==> src/rtl/stonyman_scan_ctrl.sv <==
// Frame sequencer for the Stonyman sensor: walks rows/cols, strobes the sensor, requests one ADC conversion per pixel.
// Latency: sample emitted one cycle after adc_ack; each strobe state takes 2*PULSE_CYCLES+1 cycles.
// Backpressure: adc_req is held until adc_ack (no timeout); the capture buffer side has no stall input.
module stonyman_scan_ctrl #(
  parameter int ROWS          = 112,
  parameter int COLS          = 112,
  parameter int PULSE_CYCLES  = 2,
  parameter int SETTLE_CYCLES = 8
) (
  input  logic       clk,
  input  logic       reset_n,
  input  logic       start_capture,
  input  logic       abort,
  output logic       adc_req,
  input  logic       adc_ack,
  input  logic [9:0] adc_data,
  output logic       pix_valid,
  output logic [9:0] pix_data,
  output logic [6:0] pix_row,
  output logic [6:0] pix_col,
  output logic       busy,
  output logic       frame_done,
  output logic       resp,
  output logic       incp,
  output logic       resv,
  output logic       incv,
  output logic       inphi
);

  typedef enum logic [3:0] {
    S_IDLE,
    S_PTR_RST,
    S_ROW_PTR,
    S_ROW_VAL,
    S_COL_PTR,
    S_COL_VAL,
    S_INC_COL,
    S_SETTLE,
    S_PHI,
    S_ADC_REQ,
    S_EMIT
  } state_t;

  localparam int            CW         = 16;
  localparam logic [CW-1:0] PULSE_LEN  = CW'(PULSE_CYCLES);
  localparam logic [CW-1:0] STROBE_END = CW'(2 * PULSE_CYCLES);
  localparam logic [CW-1:0] SETTLE_END = CW'(SETTLE_CYCLES - 1);
  localparam logic [6:0]    LAST_ROW   = 7'(ROWS - 1);
  localparam logic [6:0]    LAST_COL   = 7'(COLS - 1);

  // Strobe bit order: {resp, incp, resv, incv, inphi}
  localparam logic [4:0] M_RESP  = 5'b10000;
  localparam logic [4:0] M_INCP  = 5'b01000;
  localparam logic [4:0] M_RESV  = 5'b00100;
  localparam logic [4:0] M_INCV  = 5'b00010;
  localparam logic [4:0] M_INPHI = 5'b00001;

  state_t        state_q;
  logic [CW-1:0] cnt_q;
  logic [6:0]    row_q;
  logic [6:0]    col_q;
  logic [4:0]    strobe_q;
  logic          adc_req_q;
  logic          pix_valid_q;
  logic [9:0]    pix_data_q;
  logic [6:0]    pix_row_q;
  logic [6:0]    pix_col_q;
  logic          busy_q;
  logic          frame_done_q;

  // Which sensor line a strobe state pulses; the first row resets the value line, later rows step it.
  function automatic logic [4:0] strobe_mask(input state_t st, input logic [6:0] row);
    case (st)
      S_PTR_RST: strobe_mask = M_RESP;
      S_ROW_PTR: strobe_mask = M_INCP;
      S_ROW_VAL: strobe_mask = (row == 7'd0) ? M_RESV : M_INCV;
      S_COL_PTR: strobe_mask = M_RESP;
      S_COL_VAL: strobe_mask = M_RESV;
      S_INC_COL: strobe_mask = M_INCV;
      S_PHI:     strobe_mask = M_INPHI;
      default:   strobe_mask = 5'b00000;
    endcase
  endfunction

  // Successor of each strobe state once its high+low window has elapsed.
  function automatic state_t strobe_next(input state_t st);
    case (st)
      S_PTR_RST: strobe_next = S_ROW_PTR;
      S_ROW_PTR: strobe_next = S_ROW_VAL;
      S_ROW_VAL: strobe_next = S_COL_PTR;
      S_COL_PTR: strobe_next = S_COL_VAL;
      S_COL_VAL: strobe_next = S_SETTLE;
      S_INC_COL: strobe_next = S_SETTLE;
      S_PHI:     strobe_next = S_ADC_REQ;
      default:   strobe_next = S_IDLE;
    endcase
  endfunction

  // Frame sequencer: state, counters and all registered outputs.
  always_ff @(posedge clk) begin
    if (!reset_n) begin
      state_q      <= S_IDLE;
      cnt_q        <= '0;
      row_q        <= '0;
      col_q        <= '0;
      strobe_q     <= '0;
      adc_req_q    <= 1'b0;
      pix_valid_q  <= 1'b0;
      pix_data_q   <= '0;
      pix_row_q    <= '0;
      pix_col_q    <= '0;
      busy_q       <= 1'b0;
      frame_done_q <= 1'b0;
    end else if (abort && busy_q) begin
      // Abort drops the frame silently; sample outputs keep their last values.
      state_q      <= S_IDLE;
      cnt_q        <= '0;
      row_q        <= '0;
      col_q        <= '0;
      strobe_q     <= '0;
      adc_req_q    <= 1'b0;
      pix_valid_q  <= 1'b0;
      busy_q       <= 1'b0;
      frame_done_q <= 1'b0;
    end else begin
      pix_valid_q  <= 1'b0;
      frame_done_q <= 1'b0;
      case (state_q)
        S_IDLE: begin
          if (start_capture) begin
            state_q <= S_PTR_RST;
            busy_q  <= 1'b1;
            cnt_q   <= '0;
            row_q   <= '0;
            col_q   <= '0;
          end
        end
        S_PTR_RST, S_ROW_PTR, S_ROW_VAL, S_COL_PTR, S_COL_VAL, S_INC_COL, S_PHI: begin
          // cnt 0: entry, 1..P: strobe high, P+1..2P: strobe low, then advance.
          if (cnt_q == STROBE_END) begin
            cnt_q   <= '0;
            state_q <= strobe_next(state_q);
            if (state_q == S_PHI) begin
              adc_req_q <= 1'b1;
            end
          end else begin
            cnt_q    <= cnt_q + 1'b1;
            strobe_q <= (cnt_q < PULSE_LEN) ? strobe_mask(state_q, row_q) : 5'b00000;
          end
        end
        S_SETTLE: begin
          if (cnt_q == SETTLE_END) begin
            cnt_q   <= '0;
            state_q <= S_PHI;
          end else begin
            cnt_q <= cnt_q + 1'b1;
          end
        end
        S_ADC_REQ: begin
          if (adc_ack) begin
            adc_req_q   <= 1'b0;
            pix_valid_q <= 1'b1;
            pix_data_q  <= adc_data;
            pix_row_q   <= row_q;
            pix_col_q   <= col_q;
            state_q     <= S_EMIT;
          end
        end
        S_EMIT: begin
          cnt_q <= '0;
          if (col_q != LAST_COL) begin
            col_q   <= col_q + 7'd1;
            state_q <= S_INC_COL;
          end else if (row_q != LAST_ROW) begin
            row_q   <= row_q + 7'd1;
            col_q   <= '0;
            state_q <= S_ROW_PTR;
          end else begin
            row_q        <= '0;
            col_q        <= '0;
            frame_done_q <= 1'b1;
            busy_q       <= 1'b0;
            state_q      <= S_IDLE;
          end
        end
        default: begin
          state_q <= S_IDLE;
        end
      endcase
    end
  end

  assign resp       = strobe_q[4];
  assign incp       = strobe_q[3];
  assign resv       = strobe_q[2];
  assign incv       = strobe_q[1];
  assign inphi      = strobe_q[0];
  assign adc_req    = adc_req_q;
  assign pix_valid  = pix_valid_q;
  assign pix_data   = pix_data_q;
  assign pix_row    = pix_row_q;
  assign pix_col    = pix_col_q;
  assign busy       = busy_q;
  assign frame_done = frame_done_q;

endmodule

==> config.mk <==
export PLATFORM = sky130hd
export DESIGN_NAME = stonyman_scan_ctrl
export DESIGN_NICKNAME = d
export VERILOG_FILES = /design/src/rtl/stonyman_scan_ctrl.sv
export SDC_FILE = /design/constraint.sdc
export NUM_CORES = 1
export LEC_CHECK = 0
export ABC_AREA = 1
export CAP_MARGIN = 20
export CORE_AREA = 2 2 95 97
export CTS_BUF_LIST = sky130_fd_sc_hd__clkbuf_4 sky130_fd_sc_hd__clkbuf_8 sky130_fd_sc_hd__clkbuf_16
export CTS_CLUSTER_SIZE = 16
export DETAILED_ROUTE_END_ITERATION = 7
export DIE_AREA = 0 0 97 99
export PLACE_DENSITY = 0.71
export SETUP_SLACK_MARGIN = 0.02
export SLEW_MARGIN = 15
export SYNTH_ARGS = -nofsm -noshare
export SYNTH_HDL_FRONTEND = slang
export SYNTH_SLANG_ARGS = --single-unit
==> constraint.sdc <==
create_clock -name clk -period 1.5 [get_ports clk]
set_clock_uncertainty 0.1 [all_clocks]
set_input_delay 0.3 -clock clk [delete_from_list [all_inputs] [get_ports clk]]
set_output_delay 0.3 -clock clk [all_outputs]
set_load 0.01 [all_outputs]
==> impl_results.md, run 1 <==
* Post-layout util at 62.20%
* FMAX at 621.5 MHz
* Critical Path, Cell by Cell: ha_4 > nand3_4 > inv_2 > nand4_1 > nand2_2 > buf_12 > nand3_2 > nand2_1 > inv_1 > nor2_1
* CTS Hold Bufs at 0
* Post-synth cell types at 33
* Synth Warn # at 0
* Fin worst setup slack at -108.9 ps
* Critical setup path kind: flop to flop
* RSZ-0062 raised after global routing: yes
* Core area at 8551 sq um
* Crit Reg-Reg Endpoint: row_q[6]
* Worst Path Arrival at 1790 ps
* Max transition margin at 76.62%
* Final period util at 107.3%
* Avg WL per Cell at 14.40 microns
* Layout cells sized above 1 at 35.24%
* Number of global-route vias before repair at 3492
* DRC Markers at 0
* Avg Cell Area, Syn at 6.842 sq um
* R2R depth at 10
* DRT antenna net count at 0
* Top post-synthesis cells by area: dfxtp_1 40%, nand2_1 12%, nor2_1 9.6%
* Beginning of the worst hold path: strobe_q[4]
* Reg2Reg Setup Slack at -110 ps
* Max cap viols at 0
* CTS clk-pin slew, worst paths at 80 ps
* Worst Hold Class: flop to flop
* Most common cell after layout, fill and taps aside: nand2_1
* GRT Overall Usage at 19.60%
* Antenna Diode Count at 0
* Seq cells post-synth at 67
* Layout area overhead at 58.98%
* CTS tree: yes
* Hpwl dp at 6556 microns
* GR Overflow Total at 0
* Tmin final at 1609 ps
* Peak VDD IR at 0.001036 V
* Fin. Hold Viols at 0
* Synth top area share at 40.09%
* Failing checks: setup timing
* Synth Net Count at 509
* Die width at 97 microns
* Final setup vio count at 14
* Crit path max fanout at 6
* Die H at 99 microns
* Via density at 5.173
* Slew @ Worst Pin at 346.3 ps
* Initial antenna violation count at 0
* Nets at 645
* Final WL at 10630 microns
* Pre-CTS setup slack at -266.3 ps
* Clock Latency Late Sink at 350 ps
* Final slew viol count at 0
* CTS Buf Count at 9
* Yosys top cell by area: dfxtp_1
* Port Buf Inserts at 47
* Nature of the critical path startpoint: flop
* Gpl congestion at 0.9672
* Cell Area, Synth at 3346 sq um
* CP Capture Type: flop
* FF-to-FF Start: col_q[1]
* CTS root buffer: clkbuf_8
* H-tree Lvls at 3
* Most frequent cells in the layout: 94 x nand2_1, 71 x nor2_1, 71 x buf_4
* Max incr delay on CP at 360 ps
* WP data required at 1690 ps
* Register area share after synthesis at 40.09%
* Pre-antenna DRT Iters at 5
* FP Rows at 34
* Initial Util at 39.13%
* Clock Sinks at 67
* CP max stage cell: dfxtp_2
* Die Area at 9603 sq um
* Worst Hold Depth at 2
* Global-route wire length before repair at 15520 microns
* Syn Inst Count at 489
* Status: complete, but fails checks
* I/O pins at 48
* Total number of vias at 3818
* DRT iter0 DRCs at 246
* Largest net degree at the start of global routing at 34
* Static Leak at 2.408 nW
* Max Root-Sink Buffers at 2
* Filler cells at 698
* Worst min-delay path endpoint: strobe_q[4]
* Cell area power density at 1540 nW/um^2
-- per-layer routing --
metal / share of wire, % / track usage [%] / up-vias / routed length [microns]
li1: - / - / 1845 / -
met1: 43 / 23.75 / 1837 / 4542
met2: 52 / 34.56 / 117 / 5488
met3: 4.0 / 4.255 / 19 / 429
met4: 1.6 / 6.609 / 0 / 167
met5: 0 / 0 / - / 0
-- critical path, delay by kind of cell, from the launching register on --
family | cells | cell delay (ps)
flops | 1 | 360
simple gates | 6 | 660
buf+inv | 3 | 270
fa+ha+maj | 1 | 150
-- logic make-up (layout without fill, tap and decap cells) --
logic type	Yosys count	in the layout	synth area share [%]
xor gates and xnor gates	3	3	0.7855
and+or+nand+nor	262	262	35.12
buffers and inverters	72	213	9.349
DFF	67	67	40.09
adders and majority gates	5	5	1.870
AOI/OAI and AO/OA	80	80	12.79
-- what timing repair did --
| item | 4_1_cts | 5_1_grt |
|---|---|---|
| buffers inserted | 8 | 6 |
| gates resized for setup | 83 | 105 |
| endpoints found under the setup margin | 78 | 65 |
| pin swaps | 15 | 18 |
| gates cloned | 0 | 5 |
| hold endpoints to repair | 0 | 0 |
-- synthesized netlist by cell type --
master	instances
nor3_2	3
nor3_1	10
o211ai_1	6
a21o_1	1
o21bai_1	2
nand2_1	111
nand2_2	7
a21oi_1	32
xor2_1	3
a31oi_1	1
clkbuf_1	4
or2_2	1
buf_6	4
o21ai_1	1
ha_1	5
nand2_4	2
buf_4	2
o311ai_0	1
inv_2	5
nand3_1	23
nor2_4	1
o21ai_0	36
nand3_2	3
inv_4	1
nor3_4	1
nor2_1	86
nor2_2	3
nand3_4	2
buf_1	1
inv_1	53
clkinv_2	2
nand4_1	9
dfxtp_1	67
-- sequential cells by signal, summed over array words and instances (netlist names) --
register	cells
adc_req	1
frame_done	1
row_q	7
pix_col	7
pix_data	10
strobe_q	5
pix_valid	1
cnt_q	16
col_q	7
state_q	4
pix_row	7
busy	1
-- metrics by stage --
step	TNS, ps	instance area (sq um)	instances	total power [mW]	hold WS (ps)
final	-763.0	5319	738	8.190	367.9
after global routing	-2306	5319	738	8.613	384.8
after CTS	-77.01	4876	727	7.432	371.6
after detailed placement	-10360	4457	703	5.151	363.3
after global placement	-8646	4457	703	5.086	352.3
after floorplan	0	3354	489	3.791	326.2
-- report_power, final --
| group | internal [mW] | switching [mW] | leakage [nW] | total (mW) |
|---|---|---|---|---|
| combinational | 1.93 | 2.16 | 1.73 | 4.08 |
| clock | 1.13 | 0.780 | 0.124 | 1.91 |
| sequential | 1.99 | 0.200 | 0.551 | 2.19 |
| total | 5.05 | 3.14 | 2.41 | 8.19 |
-- area by class of cell --
cell class | count | area [sq um] | area share [%]
repair buffers | 136 | 1276 | 23.99
multi-input cells | 350 | 2026 | 38.09
well taps | 108 | 135.1 | 2.541
flip-flops and latches | 67 | 1375 | 25.85
inverters | 61 | 262.8 | 4.940
clock inverters | 6 | 112.6 | 2.117
clock buffers | 10 | 131.4 | 2.470
-- worst max path at each step --
stage	from	endpoint	slack, ps	cells past startpoint
floorplan	col_q[1]	row_q[5]	30	10
global placement	start_capture	cnt_q[6]	-230	10
detailed placement	start_capture	cnt_q[1]	-270	10
CTS	cnt_q[1]	cnt_q[1]	-30	11
global route	col_q[1]	row_q[6]	-190	10
finish	col_q[1]	row_q[6]	-110	10
Power figures use the tool's default switching activity.
==> run 2: changes to the inputs <==
--- a/config.mk
+++ b/config.mk
@@ -6,10 +6,9 @@
 export NUM_CORES = 1
 export LEC_CHECK = 0
 export ABC_AREA = 1
-export CAP_MARGIN = 20
 export CORE_AREA = 2 2 95 97
 export CTS_BUF_LIST = sky130_fd_sc_hd__clkbuf_4 sky130_fd_sc_hd__clkbuf_8 sky130_fd_sc_hd__clkbuf_16
-export CTS_CLUSTER_SIZE = 16
+export CTS_CLUSTER_SIZE = 8
 export DETAILED_ROUTE_END_ITERATION = 7
 export DIE_AREA = 0 0 97 99
 export PLACE_DENSITY = 0.71
==> results of run 2 <==
Final layout, timing and power as in run 1 (identical DEF).
==> run 3: changes to the inputs <==
--- a/config.mk
+++ b/config.mk
@@ -11,7 +11,7 @@
 export CTS_CLUSTER_SIZE = 8
 export DETAILED_ROUTE_END_ITERATION = 7
 export DIE_AREA = 0 0 97 99
-export PLACE_DENSITY = 0.71
+export PLACE_DENSITY_LB_ADDON = 0.08
 export SETUP_SLACK_MARGIN = 0.02
 export SLEW_MARGIN = 15
 export SYNTH_ARGS = -nofsm -noshare
==> impl_results.md, run 3 (synthesis gave the netlist of run 1 again) <==
* CTS clk-pin slew, worst paths at 80 ps (about the same)
* Status: complete, but fails checks (unchanged)
* R2R depth at 8 (was 10)
* Worst Hold Class: flop to flop (unchanged)
* Layout area overhead at 51.05% (was 58.98%)
* Avg WL per Cell at 11.89 microns (was 14.40 microns)
* Cell area power density at 1465 nW/um^2 (was 1540 nW/um^2)
* GRT Overall Usage at 18.64% (was 19.60%)
* Number of global-route vias before repair at 3337 (was 3492)
* Tmin final at 1564 ps (was 1609 ps)
* FP Rows at 34 (unchanged)
* Core area at 8551 sq um (unchanged)
* Gpl congestion at 0.9067 (was 0.9672)
* Most frequent cells in the layout: 95 x nand2_1, 81 x buf_4, 71 x nor2_1 (was 94 x nand2_1, 71 x nor2_1, 71 x buf_4)
* DRC Markers at 0 (unchanged)
* Failing checks: setup timing (unchanged)
* Global-route wire length before repair at 14840 microns (was 15520 microns)
* Layout cells sized above 1 at 33.23% (was 35.24%)
* Clock Sinks at 67 (unchanged)
* Met3 wire len at 229 microns (was 429 microns)
* Final slew viol count at 0 (unchanged)
* CTS Buf Count at 9 (unchanged)
* Cell area after placement at 4497 sq um (was 4457 sq um)
* Total number of vias at 3529 (was 3818)
* Initial antenna violation count at 0 (unchanged)
* Die width at 97 microns (unchanged)
* Nature of the critical path startpoint: flop (unchanged)
* H-tree Lvls at 3 (unchanged)
* Clock Latency Late Sink at 340 ps (was 350 ps)
* Fin worst setup slack at -63.88 ps (was -108.9 ps)
* Via density at 4.788 (was 5.173)
* Slew @ Worst Pin at 324.7 ps (was 346.3 ps)
* Fin. Hold Viols at 0 (unchanged)
* Final Instance Area at 5054 sq um (was 5319 sq um)
* Peak VDD IR at 0.0008820 V (was 0.001036 V)
* WP data required at 1680 ps (was 1690 ps)
* FMAX at 639.4 MHz (was 621.5 MHz)
* Worst Path Arrival at 1740 ps (was 1790 ps)
* GR Overflow Total at 0 (unchanged)
* Max FFs per register at 16 (unchanged)
* Non-filler instance count after layout at 737 (was 738)
* Most common cell after layout, fill and taps aside: nand2_1 (unchanged)
* Max transition margin at 78.08% (was 76.62%)
* CP Capture Type: flop (unchanged)
* CTS root buffer: clkbuf_8 (unchanged)
* Max cap viols at 0 (unchanged)
* Critical setup path kind: flop to flop (unchanged)
* Placed Instances at 710 (was 703)
* Filler cells at 802 (was 698)
* DRT antenna net count at 0 (unchanged)
* Pre-antenna DRT Iters at 4 (was 5)
* CTS Hold Bufs at 0 (unchanged)
* Crit path max fanout at 6 (unchanged)
* Total negative slack at -76.54 ps (was -763.0 ps)
* Antenna Diode Count at 0 (unchanged)
* I/O pins at 48 (unchanged)
* Hpwl dp at 6457 microns (was 6556 microns)
* Port Buf Inserts at 47 (unchanged)
* Static Leak at 2.314 nW (was 2.408 nW)
* Met1 WL at 4221 microns (was 4542 microns)
* Met2 routed WL at 4187 microns (was 5488 microns)
* DR top layer: met4 (unchanged)
* Largest net degree at the start of global routing at 27 (was 34)
* Max Root-Sink Buffers at 2 (unchanged)
* DRT iter0 DRCs at 105 (was 246)
* Pre-CTS setup slack at -286.5 ps (was -266.3 ps)
* RSZ-0062 raised after global routing: yes (unchanged)
* Die H at 99 microns (unchanged)
* Worst Hold Depth at 2 (unchanged)
* Final setup vio count at 4 (was 14)
* Die Area at 9603 sq um (unchanged)
* Reg with most FFs: cnt_q (unchanged)
* CTS tree: yes (unchanged)
* Final WL at 8763 microns (was 10630 microns)
* Final period util at 104.3% (was 107.3%)
* Nets at 644 (was 645)
* Initial Util at 39.13% (unchanged)
run 3: where the power goes:
group	total, mW	internal [mW]	switching [mW]
combinational	3.75	1.80	1.95
clock	1.50	0.789	0.715
sequential	2.15	1.99	0.158
run 3: area by class of cell:
type,count,area [sq um],share of cell area [%]
clock buffers,10,131.4,2.600
clock inverters,6,65.06,1.287
inverters,61,249.0,4.927
multi-input cells,350,1949,38.57
flip-flops and latches,67,1373,27.16
well taps,108,135.1,2.674
repair buffers,135,1151,22.78
run 3: final timing paths:
check,startpoint,endpoint,slack [ps]
hold / removal,strobe_q[4],strobe_q[4],360
hold reg to reg,strobe_q[4],strobe_q[4],360
setup / recovery,state_q[3],cnt_q[3],-60
setup reg to reg,state_q[3],cnt_q[3],-60
run 3: what timing repair did:
action,in CTS,in global routing
pin swaps,10,21
buffers inserted,6,5
resized for setup,79,61
setup endpoints to repair,80,64
run 3: metrics by stage:
| step | power (mW) | hold slack, ps | util (%) |
|---|---|---|---|
| floorplan | 3.791 | 326.2 | - |
| global placement | 5.193 | 351.3 | 52.59 |
| detailed placement | 5.223 | 352.1 | 52.59 |
| CTS | 7.100 | 362.9 | 56.66 |
| global route | 7.947 | 387.8 | 59.10 |
| finish | 7.404 | 358.6 | 59.10 |
run 3: routing by layer:
layer  vias up  track usage [%]
met1      1627            23.92
met4         0            8.234
met3        10            4.043
met5         -                0
li1       1847                -
met2        45            30.29
run 3: critical path, cell delays in order (launching register included):
cell and delay (ps):
dfxtp_4 370, buf_4 170, o21ai_1 140, nand2_4 120
buf_4 150, buf_4 120, o21ai_1 150, nand2_1 80
nor2_1 100
